File: src/rtl/ita_output_writer.sv
// Serializes N-element ITA output vectors into OW-bit write beats with strided byte
// addresses. The host programs one output tile at a time through a start/busy/done interface.
module ita_output_writer #(
    parameter int unsigned N  = 16,
    parameter int unsigned WI = 8,
    parameter int unsigned OW = 64,
    parameter int unsigned AW = 32
) (
    input  logic              clk_i,
    input  logic              rst_ni,
    input  logic              start_i,
    input  logic [AW-1:0]     base_addr_i,
    input  logic [AW-1:0]     stride_i,
    input  logic [15:0]       num_vec_i,
    output logic              busy_o,
    output logic              done_o,
    input  logic              inp_valid_i,
    output logic              inp_ready_o,
    input  logic [N*WI-1:0]   inp_data_i,
    output logic              oup_valid_o,
    input  logic              oup_ready_i,
    output logic [OW-1:0]     oup_data_o,
    output logic [AW-1:0]     oup_addr_o,
    output logic [OW/8-1:0]   oup_strb_o,
    output logic              oup_last_o
);

    localparam int unsigned VW    = N * WI;
    localparam int unsigned BEATS = VW / OW;
    localparam int unsigned BW    = (BEATS > 1) ? $clog2(BEATS) : 1;
    localparam int unsigned SW    = OW / 8;

    typedef enum logic {
        IDLE,
        RUN
    } state_e;

    state_e          state_q, state_d;
    logic            done_q, done_d;
    logic            full_q;
    logic [VW-1:0]   vec_q;
    logic [BW-1:0]   beat_cnt_q;
    logic [15:0]     vec_cnt_q;
    logic [15:0]     acc_cnt_q;
    logic [15:0]     num_vec_q;
    logic [AW-1:0]   vec_base_q;
    logic [AW-1:0]   stride_q;

    logic            out_fire;
    logic            last_beat;
    logic            last_vec;
    logic            vec_done;
    logic            job_done;
    logic            in_fire;
    logic            job_load;

    assign out_fire  = full_q & oup_ready_i;
    assign last_beat = (beat_cnt_q == BW'(BEATS - 1));
    assign last_vec  = (vec_cnt_q == num_vec_q - 16'd1);
    assign vec_done  = out_fire & last_beat;
    assign job_done  = vec_done & last_vec;
    assign in_fire   = inp_valid_i & inp_ready_o;
    assign job_load  = (state_q == IDLE) & start_i & (num_vec_i != 16'd0);

    // NOTE: every signal assigned here gets a default first, so no path can infer a latch.
    always_comb begin
        state_d     = state_q;
        done_d      = 1'b0;
        inp_ready_o = 1'b0;
        case (state_q)
            IDLE: begin
                if (start_i) begin
                    if (num_vec_i == 16'd0) begin
                        done_d = 1'b1;
                    end else begin
                        state_d = RUN;
                    end
                end
            end
            RUN: begin
                // Refill in the same cycle the last beat leaves, so vectors stream without a bubble.
                inp_ready_o = (acc_cnt_q < num_vec_q) && (!full_q || vec_done);
                if (job_done) begin
                    state_d = IDLE;
                    done_d  = 1'b1;
                end
            end
            default: state_d = IDLE;
        endcase
    end

    // NOTE: sequential state uses non-blocking assignments so every register samples pre-edge values.
    always_ff @(posedge clk_i or negedge rst_ni) begin
        if (!rst_ni) begin
            state_q <= IDLE;
            done_q  <= 1'b0;
        end else begin
            state_q <= state_d;
            done_q  <= done_d;
        end
    end

    // NOTE: the vector register is reset too, because the beat data outputs must read 0 after reset.
    always_ff @(posedge clk_i or negedge rst_ni) begin
        if (!rst_ni) begin
            full_q     <= 1'b0;
            vec_q      <= '0;
            beat_cnt_q <= '0;
            vec_cnt_q  <= '0;
            acc_cnt_q  <= '0;
            num_vec_q  <= '0;
            vec_base_q <= '0;
            stride_q   <= '0;
        end else begin
            if (job_load) begin
                num_vec_q  <= num_vec_i;
                stride_q   <= stride_i;
                vec_base_q <= base_addr_i;
                beat_cnt_q <= '0;
                vec_cnt_q  <= '0;
                acc_cnt_q  <= '0;
            end
            if (in_fire) begin
                vec_q     <= inp_data_i;
                acc_cnt_q <= acc_cnt_q + 16'd1;
            end
            full_q <= in_fire | (full_q & ~vec_done);
            if (out_fire) begin
                if (last_beat) begin
                    beat_cnt_q <= '0;
                    vec_cnt_q  <= vec_cnt_q + 16'd1;
                    vec_base_q <= vec_base_q + stride_q;
                end else begin
                    beat_cnt_q <= beat_cnt_q + BW'(1);
                end
            end
        end
    end

    assign busy_o      = (state_q == RUN);
    assign done_o      = done_q;
    assign oup_valid_o = full_q;
    assign oup_data_o  = vec_q[beat_cnt_q*OW +: OW];
    assign oup_addr_o  = vec_base_q + AW'(beat_cnt_q) * AW'(SW);
    assign oup_strb_o  = {SW{full_q}};
    assign oup_last_o  = full_q & last_beat & last_vec;

endmodule

File: config.mk
export PLATFORM = sky130hd
export DESIGN_NAME = ita_output_writer
export DESIGN_NICKNAME = d
export VERILOG_FILES = /design/src/rtl/ita_output_writer.sv
export SDC_FILE = /design/constraint.sdc
export NUM_CORES = 1
export LEC_CHECK = 0
export ABC_AREA = 1
export BUFFER_PORTS_ARGS = -buffer_cell sky130_fd_sc_hd__buf_2
export CORE_AREA = 3 3 167 169
export CTS_BUF_LIST = sky130_fd_sc_hd__clkbuf_2 sky130_fd_sc_hd__clkbuf_4 sky130_fd_sc_hd__clkbuf_8
export DETAILED_ROUTE_END_ITERATION = 10
export DIE_AREA = 0 0 170 172
export MAX_ROUTING_LAYER = met4
export PLACE_DENSITY = 0.81
export SLEW_MARGIN = 40
export SYNTH_ARGS = -nofsm -noshare
export SYNTH_HDL_FRONTEND = slang
export SYNTH_SLANG_ARGS = --single-unit
File: constraint.sdc
create_clock -name clk_i -period 2.82 [get_ports clk_i]
set_input_delay 0.564 -clock clk_i [delete_from_list [all_inputs] [get_ports clk_i]]
set_output_delay 0.564 -clock clk_i [all_outputs]
set_load 0.01 [all_outputs]
==> out/results.ini, run 1 <==
[global_routing]
grt_usage_pct = 32.2
grt-ovfl-total = 0
grt_pass1_vias = 14800
grt_max_degree = 103
antenna_found_initial = 3
grt_pass1_wl_um = 73900

[synth]
syn_inst = 2117
netlist_area_um2 = 15000
ys_seq_area_share_pct = 40.7
synthDominantCellAreaShare_pct = 40.7
ys_dominant_reg_cell = dfrtp_1
synth_edf_count = 0
synth_nets = 2382
synth_cell_types = 44
synth_area_leaders = dfrtp_1 41%, nand2_1 22%, nand3_1 6.9%, inv_1 4.4%, ha_1 4.3%
synth_area_per_cell_um2 = 7.08
synthArstFlopShare_pct = 100
synth-seq-cells = 244
yosysWarnings = 0
synth_area_leader_cell = dfrtp_1

[floorplan]
rows = 60
ioPinCount = 322
die_area_um2 = 29200
start_util_pct = 56.1
core_um2 = 26700
die_w_um = 170
die_y_um = 172

[final_layout]
drive_gt1_share_pct = 23.9
regArea_um2 = 6120
fill_cells = 2233
nNetsFinal = 2727
multi_input_area_um2 = 8030
area_delta_synth_final_pct = 23.9

[clocking]
cts_made_buffers = 43
cts_tree = yes
clock-sinks = 244
clock_latency_ns = 0.57
htree_levels = 2
clockBufferDepth = 3
clk_pin_slew_worst_paths_ns = 0.07
cts-root-buf = clkbuf_8

[route]
vias_per_cell = 5.49
ant_nets = 0
drc = 0
wl_per_cell_um = 16.9
top_layer_used = met4
drt-pass1-iter-count = 5
drt_iter0_drc = 1510
wl_met3_um = 4010
route.met2.wl_um = 23200
met1_length_um = 19100
drt-total-wl_um = 47900
vias = 15600

[setup_path]
crit_path_end_kind = output pin
cp.required_ns = 2.26
critPathArrivalTime_ns = 2.52
startpoint_type = flip-flop
crit_fanout = 4
crit_type = reg -> out

[status]
violations = negative setup slack
status = finished with violations

[timing]
setup_violations = 17
slew_headroom_pct = 59.2
rsz0062_at_grt = true
final_hold_viol_count = 0
max_freq_mhz = 324
skew_ns = 0.0247
tightest_slew_ns = 0.611
slew_viol_final = 0
setup_ws_ns = -0.264
finalCritPeriodShare_pct = 109
finalCriticalPeriod_ns = 3.08

[worst_hold_path]
holdCritPathClass = in -> reg

[power_and_ir_drop]
pwr_density_cell_nw_per_um2 = 1080
p_leak_nw = 10.4
vdd_drop_max_mv = 0.736
total_power_mw = 20.1

[placement]
post-place-ws_ns = 0.0403
hpwlAfterDp_um = 33700
place.gp.congestion = 1.04
port-buffer-count = 321

[job]
drv_cap = 0

==> per-stage QoR <==
| step | setup TNS [ns] | utilization (%) | instances | instance area [µm²] | hold WS (ns) |
|---|---|---|---|---|---|
| 3_5_place_dp | 0 | 63.2 | 2715 | 16900 | 0.465 |
| 4_1_cts | -2.54 | 68.7 | 2826 | 18300 | 0.166 |
| 3_3_place_gp | 0 | 63.2 | 2715 | 16900 | 0.461 |
| 2_1_floorplan | 0 | - | 2117 | 15000 | 0.268 |
| 5_1_grt | -4.51 | 69.5 | 2840 | 18600 | 0.181 |
| 6_report | -2.08 | 69.5 | 2841 | 18600 | 0.190 |
==> cell usage in the layout (no fill, tap or decap), drive strengths merged, types with 2 or more instances in the layout <==
cell type and instances:
a21o 2, a21oi 57, a31oi 4, and3 2, buf 395, clkbuf 67, clkinv 8, clkinvlp 3
dfrtp 244, diode 4, ha 51, inv 178, nand2 895, nand3 238, nand3b 8, nand4 23
nor2 135, nor3 27, nor3b 3, o211ai 7, o21a 3, o21ai 58, o21bai 5, o221ai 2
o22a 7, o22ai 3, or2 5, xnor2 18, xor2 39
==> routing by layer <==
| layer | track usage (%) | vias up |
|---|---|---|
| li1 | - | 7416 |
| met3 | 5.26 | 124 |
| met5 | - | - |
| met1 | 40.6 | 7266 |
| met2 | 53.0 | 792 |
| met4 | 11.4 | 0 |
==> cell families after synthesis <==
kind of cell	synth area share (%)
compound gates	5.82
xor+xnor	3.33
fa+ha+maj	4.39
buf+inv	8.13
flops	40.7
simple gates	37.6
==> cell usage after synthesis (all sizes together) (18+ instances only) <==
library cell and count:
nand2 895, nor3 27, nand4 23, xor2 39, a21oi 57, buf 57, nor2 135, dfrtp 244
nand3 238, clkbuf 41, ha 51, o21ai 58, xnor2 18, inv 176
==> final timing paths <==
kind | start | endpoint | slack [ns] | cells past startpoint
min reg2reg | vec_q[44] | vec_q[44] | 0.48 | 2
min | stride_i[27] | stride_q[27] | 0.19 | 3
max | vec_base_q[3] | oup_addr_o[27] | -0.26 | 11
max reg2reg | vec_base_q[0] | vec_base_q[20] | 0.23 | 13
min in group asynchronous | rst_ni | vec_q[17] | 0.48 | 2
max in group asynchronous | rst_ni | vec_base_q[22] | 1.57 | 3
==> final cells by class <==
class,instances,share of cell area (%)
Antenna cell,4,0.0539
Timing Repair Buffer,398,12.9
Inverter,176,3.56
Sequential cell,244,32.9
Tap cell,341,2.30
Clock buffer,66,4.55
Clock inverter,13,0.458
Multi-Input combinational cell,1599,43.2
==> where the power goes <==
part / switching (mW) / internal, mW / total, mW / leakage (nW)
sequential: 1.23 / 4.91 / 6.14 / 3.03
clock: 1.52 / 1.94 / 3.46 / 0.492
combinational: 6.60 / 3.92 / 10.5 / 6.89
==> sequential cells by signal, summed over array words and instances, names as in the netlist <==
register and count:
busy_o 1, oup_valid_o 1, done_o 1, num_vec_q 16
beat_cnt_q 1, vec_base_q 32, vec_q 128, vec_cnt_q 16
stride_q 32, acc_cnt_q 16
==> critical path, stage by stage (launching register included) <==
cell and delay [ns]:
dfrtp_1 0.39, ha_4 0.16, ha_4 0.14, nand2_4 0.05, nor3_4 0.15, nand2_2 0.11, nor3b_4 0.26, nand2_4 0.13
nor2_4 0.14, nand3_2 0.08, xnor2_1 0.17, buf_2 0.16
==> repair_timing <==
item,4_1_cts,5_1_grt
setup buffers,30,10
gates cloned,1,1
hold buffers,1,0
endpoints found under the setup margin,56,23
pin swaps,21,21
resized for setup,73,26
endpoints found under the hold margin,36,0
Note: power is estimated with default switching activity, not from simulation.
==> run 2: changes to the inputs <==
Settings changed: CORE_AREA 3 3 167 169 to 3 3 137 205, DIE_AREA 0 0 170 172 to 0 0 140 208.
==> out/results.ini, run 2 (same netlist as run 1, synthesis figures left out) <==
[status]
status = finished with violations
violations = negative setup slack

[worst_hold_path]
min_from = stride_i[12]
holdCritPathClass = in -> reg
holdPathStages = 3
holdPathEnd = stride_q[12]

[route]
vias = 15600
drt_iter0_drc = 1393
ant_nets = 0
vias_per_cell = 5.50
wl_per_cell_um = 17.1
drt-total-wl_um = 48400
drt-pass1-iter-count = 5
drc = 0

[floorplan]
die_area_um2 = 29100
start_util_pct = 56.6
die_y_um = 208
core_um2 = 26500
ioPinCount = 322
die_w_um = 140
rows = 73

[clocking]
clock-sinks = 244
htree_levels = 2
clockBufferDepth = 3
cts_tree = yes
cts-root-buf = clkbuf_8
clock_latency_ns = 0.57
cts_made_buffers = 40
clk_pin_slew_worst_paths_ns = 0.07

[setup_path]
worst-r2r-cell-count = 18
critPathArrivalTime_ns = 2.56
r2r-end = vec_q[15]
crit_type = reg -> out
cp.required_ns = 2.26
startpoint_type = flip-flop
r2r-start = num_vec_q[1]
crit_fanout = 4
rrSetupSlack_ns = 0.13
crit_path_end_kind = output pin

[timing]
holdWs_ns = 0.185
finalCritPeriodShare_pct = 111
slew_headroom_pct = 56.1
final_hold_viol_count = 0
slew_viol_final = 0
setup_violations = 18
finalCriticalPeriod_ns = 3.12
tightest_slew_ns = 0.658
max_freq_mhz = 320
rsz0062_at_grt = true
setup_ws_ns = -0.304
skew_ns = 0.0259

[global_routing]
grt_pass1_wl_um = 76400
grt_max_degree = 106
antenna_found_initial = 3
grt-ovfl-total = 0
grt_usage_pct = 32.9
grt_pass1_vias = 15300

[final_layout]
reg.largest.list = vec_q: 128 flops, stride_q: 32 flops, vec_base_q: 32 flops
nNetsFinal = 2727
largest_reg_flops = 128
top_register = vec_q
area_delta_synth_final_pct = 23.4
final_util_pct = 69.9
drive_gt1_share_pct = 23.1
final_common_cell = nand2_1
layout_common_cells = 885 x nand2_1, 317 x buf_2, 231 x dfrtp_1, 201 x nand3_1, 170 x inv_1

[job]
drv_cap = 0

[power_and_ir_drop]
p_leak_nw = 10.4
pwr_density_cell_nw_per_um2 = 1090
vdd_drop_max_mv = 0.710

[placement]
hpwlAfterDp_um = 34800
port-buffer-count = 321
place.gp.congestion = 0.987
post-place-ws_ns = 0.0841

==> run 2: cell count changes in the layout (fill, tap and decap cells not counted), moves of 3 or more <==
cell / change
clkbuf_8: -5
nor2_2: -9
nor3_4: +3
buf_12: -4
nand3_4: +3
clkinv_2: -3
nor2_1: +7
inv_1: +5
inv_2: -5
clkbuf_4: +3
buf_6: +9
nand3_2: -4
==> run 2: timing repair <==
| item | CTS | global route |
|---|---|---|
| endpoints found under the setup margin | 65 | 27 |
| hold buffers | 1 | 0 |
| hold endpoints to repair | 56 | 0 |
| setup buffers | 36 | 15 |
| resized for setup | 57 | 43 |
| pin swaps | 19 | 17 |
==> run 2: critical path, cell delays in order, from the launching register on <==
cell and delay [ns]:
dfrtp_1 0.39, ha_4 0.17, ha_4 0.15, nand2_4 0.06
nor3_4 0.15, nand2_2 0.11, nor3b_2 0.20, buf_4 0.19
nand2_8 0.08, nor2_4 0.11, buf_6 0.10, xor2_1 0.14
buf_2 0.15
==> run 2: layout make-up <==
cell class / instances / area, µm²
Multi-Input combinational cell: 1599 / 8010
Fill cell: 2162 / 7990
Sequential cell: 244 / 6120
Timing Repair Buffer: 401 / 2390
Clock buffer: 63 / 786
Inverter: 176 / 661
Tap cell: 337 / 422
Clock inverter: 9 / 101
Antenna cell: 4 / 10.0
==> run 2: worst max path at each step <==
| stage | startpoint | slack (ns) | endpoint | cells after the start |
|---|---|---|---|---|
| 3_5_place_dp | vec_base_q[3] | 0.08 | oup_addr_o[27] | 12 |
| 3_3_place_gp | vec_base_q[3] | 0.14 | oup_addr_o[27] | 12 |
| 4_1_cts | beat_cnt_q | -0.35 | oup_addr_o[27] | 12 |
| 2_1_floorplan | beat_cnt_q | 0.37 | oup_addr_o[27] | 10 |
| 6_report | vec_base_q[3] | -0.30 | oup_addr_o[25] | 12 |
| 5_1_grt | vec_base_q[3] | -0.41 | oup_addr_o[25] | 12 |
==> run 2: power by group <==
part           switching (mW)  internal, mW
registers                1.22          4.92
logic                    6.63          3.94
clock network            1.48          1.96
==> run 2: routing by layer <==
layer  track usage [%]  wire [µm]
met1              37.5      17500
met2              56.0      24300
met3              4.60       3580
met4              17.2       3050
met5                 -          0
==> run 2: stage by stage <==
stage	setup TNS, ns	instances	area (µm²)	total power [mW]
final	-2.61	2833	18500	20.1
after global routing	-5.01	2832	18500	21.7
after CTS	-3.10	2818	18200	19.8
after detailed placement	0	2709	16800	15.8
after global placement	0	2709	16800	15.6
after floorplan	0	2117	15000	12.6
==> run 3: changes to the inputs <==
Clock period 2.82 ns to 3.1 ns, I/O delays scaled along.
==> out/results.ini, run 3 (same netlist as run 1, synthesis figures left out) <==
[clocking]
clock_latency_ns = 0.56
cts_made_buffers = 39
cts-root-buf = clkbuf_8
clock-sinks = 244
htree_levels = 2
clockBufferDepth = 3
clk_pin_slew_worst_paths_ns = 0.06
cts_tree = yes

[worst_hold_path]
holdPathEnd = stride_q[3]
holdCritPathClass = in -> reg
min_from = stride_i[3]
holdPathStages = 3

[route]
drt_iter0_drc = 1128
vias_per_cell = 5.45
drt-pass1-iter-count = 5
drt-total-wl_um = 47700
ant_nets = 0
vias = 15300
wl_per_cell_um = 17.0
drc = 0

[setup_path]
startpoint_type = flip-flop
crit_path_end_kind = output pin
critPathArrivalTime_ns = 2.59
worst-r2r-cell-count = 25
r2r-start = num_vec_q[0]
crit_fanout = 4
r2r-end = busy_o
cp.required_ns = 2.48
crit_type = reg -> out
rrSetupSlack_ns = 0.11

[timing]
max_freq_mhz = 311
setup_violations = 5
skew_ns = 0.0268
slew_headroom_pct = 56.6
slew_viol_final = 0
rsz0062_at_grt = true
setup_ws_ns = -0.115
tightest_slew_ns = 0.651
finalCritPeriodShare_pct = 104
tns_ns = -0.301
finalCriticalPeriod_ns = 3.21
final_hold_viol_count = 0

[placement]
hpwlAfterDp_um = 34800
place.gp.congestion = 1.06
port-buffer-count = 321
dpl-instance-area_um2 = 16800

[final_layout]
top_register = vec_q
area_delta_synth_final_pct = 21.4
layout_common_cells = 888 x nand2_1, 318 x buf_2, 239 x dfrtp_1, 200 x nand3_1, 171 x inv_1
final_common_cell = nand2_1
largest_reg_flops = 128
drive_gt1_share_pct = 21.9
fin_area_um2 = 18200
reg.largest.list = vec_q: 128 flops, stride_q: 32 flops, vec_base_q: 32 flops
nNetsFinal = 2713

[power_and_ir_drop]
vdd_drop_max_mv = 0.717
comb_power_share_pct = 52.4
pwr_density_cell_nw_per_um2 = 993
p_switching_mw = 8.36
p_int_mw = 9.72
total_power_mw = 18.1
p_leak_nw = 10.3
p_seq_share_pct = 30.4
p_clk_share_pct = 17.2
switching_share_pct = 46.3

[global_routing]
antenna_found_initial = 1
grt-ovfl-total = 0
grt_pass1_vias = 14900
grt_max_degree = 103
grt_pass1_wl_um = 75600
grt_usage_pct = 32.9

[floorplan]
ioPinCount = 322
start_util_pct = 56.6
core_um2 = 26500
die_area_um2 = 29100
die_y_um = 208
die_w_um = 140
rows = 73

[status]
status = finished with violations
violations = negative setup slack

[job]
drv_cap = 0

run 3: changes by cell type in the layout (fill, tap and decap cells not counted), sizes merged:
cell      delta
buf         -12
clkinv       +2
clkinvlp     +1
bufinv       +1
diode        -3
clkbuf       -7
run 3: area by class of cell:
cell class / instances / area (µm²)
Inverter: 176 / 661
Antenna cell: 1 / 2.50
Clock buffer: 57 / 734
Clock inverter: 13 / 149
Timing Repair Buffer: 388 / 2220
Sequential cell: 244 / 6110
Multi-Input combinational cell: 1599 / 7900
Tap cell: 337 / 422
Fill cell: 2242 / 8290
run 3: worst max-delay path, cell delays in order (launching register included):
cell     delay (ns)
dfrtp_1        0.39
ha_4           0.17
ha_4           0.14
nand2_4        0.05
nor3_4         0.15
nand2_2        0.11
nor3b_4        0.31
nand2_4        0.15
nor2_4         0.14
nand3_2        0.10
xnor2_1        0.16
buf_2          0.15
run 3: metrics by stage:
step,setup slack [ns],utilization [%],hold WS [ns],instances
final,-0.115,68.7,0.253,2815
after global routing,-0.197,68.7,0.241,2815
after CTS,-0.210,68.1,0.216,2804
after detailed placement,0.149,63.4,0.465,2706
after global placement,0.173,63.4,0.461,2706
after floorplan,0.596,-,0.324,2117
run 3: repair_timing:
action / in CTS / in global routing
pin swaps: 12 / 17
endpoints found under the hold margin: 19 / 0
hold buffers: 1 / 0
buffers inserted: 27 / 10
gates resized for setup: 35 / 23
endpoints found under the setup margin: 16 / 18
run 3: per-layer routing:
metal / GRT usage, % / vias to the layer above / part of all wire [%]
met5: - / - / 0
met2: 56.1 / 696 / 50
met3: 4.62 / 162 / 6.8
met1: 37.5 / 7083 / 37
met4: 17.0 / 0 / 5.6
li1: - / 7390 / -
run 3: worst max path at each step:
stage / cells past startpoint / end / slack (ns) / startpoint
2_1_floorplan: 10 / oup_addr_o[27] / 0.60 / beat_cnt_q
6_report: 11 / oup_addr_o[27] / -0.11 / vec_base_q[3]
4_1_cts: 11 / oup_addr_o[27] / -0.21 / vec_base_q[3]
5_1_grt: 11 / oup_addr_o[25] / -0.20 / vec_base_q[3]
3_5_place_dp: 9 / oup_addr_o[30] / 0.15 / vec_base_q[15]
3_3_place_gp: 9 / oup_addr_o[30] / 0.17 / vec_base_q[15]
run 3: power by group through the flow:
stage                     Clock [mW]  Sequential [mW]  Combinational [mW]
after global placement             0             5.45                8.66
after floorplan                    0             5.22                6.24
final                           3.11             5.50                9.47
after global routing            3.33             5.62                10.5
after detailed placement           0             5.52                8.82
after CTS                       3.17             5.45                9.27
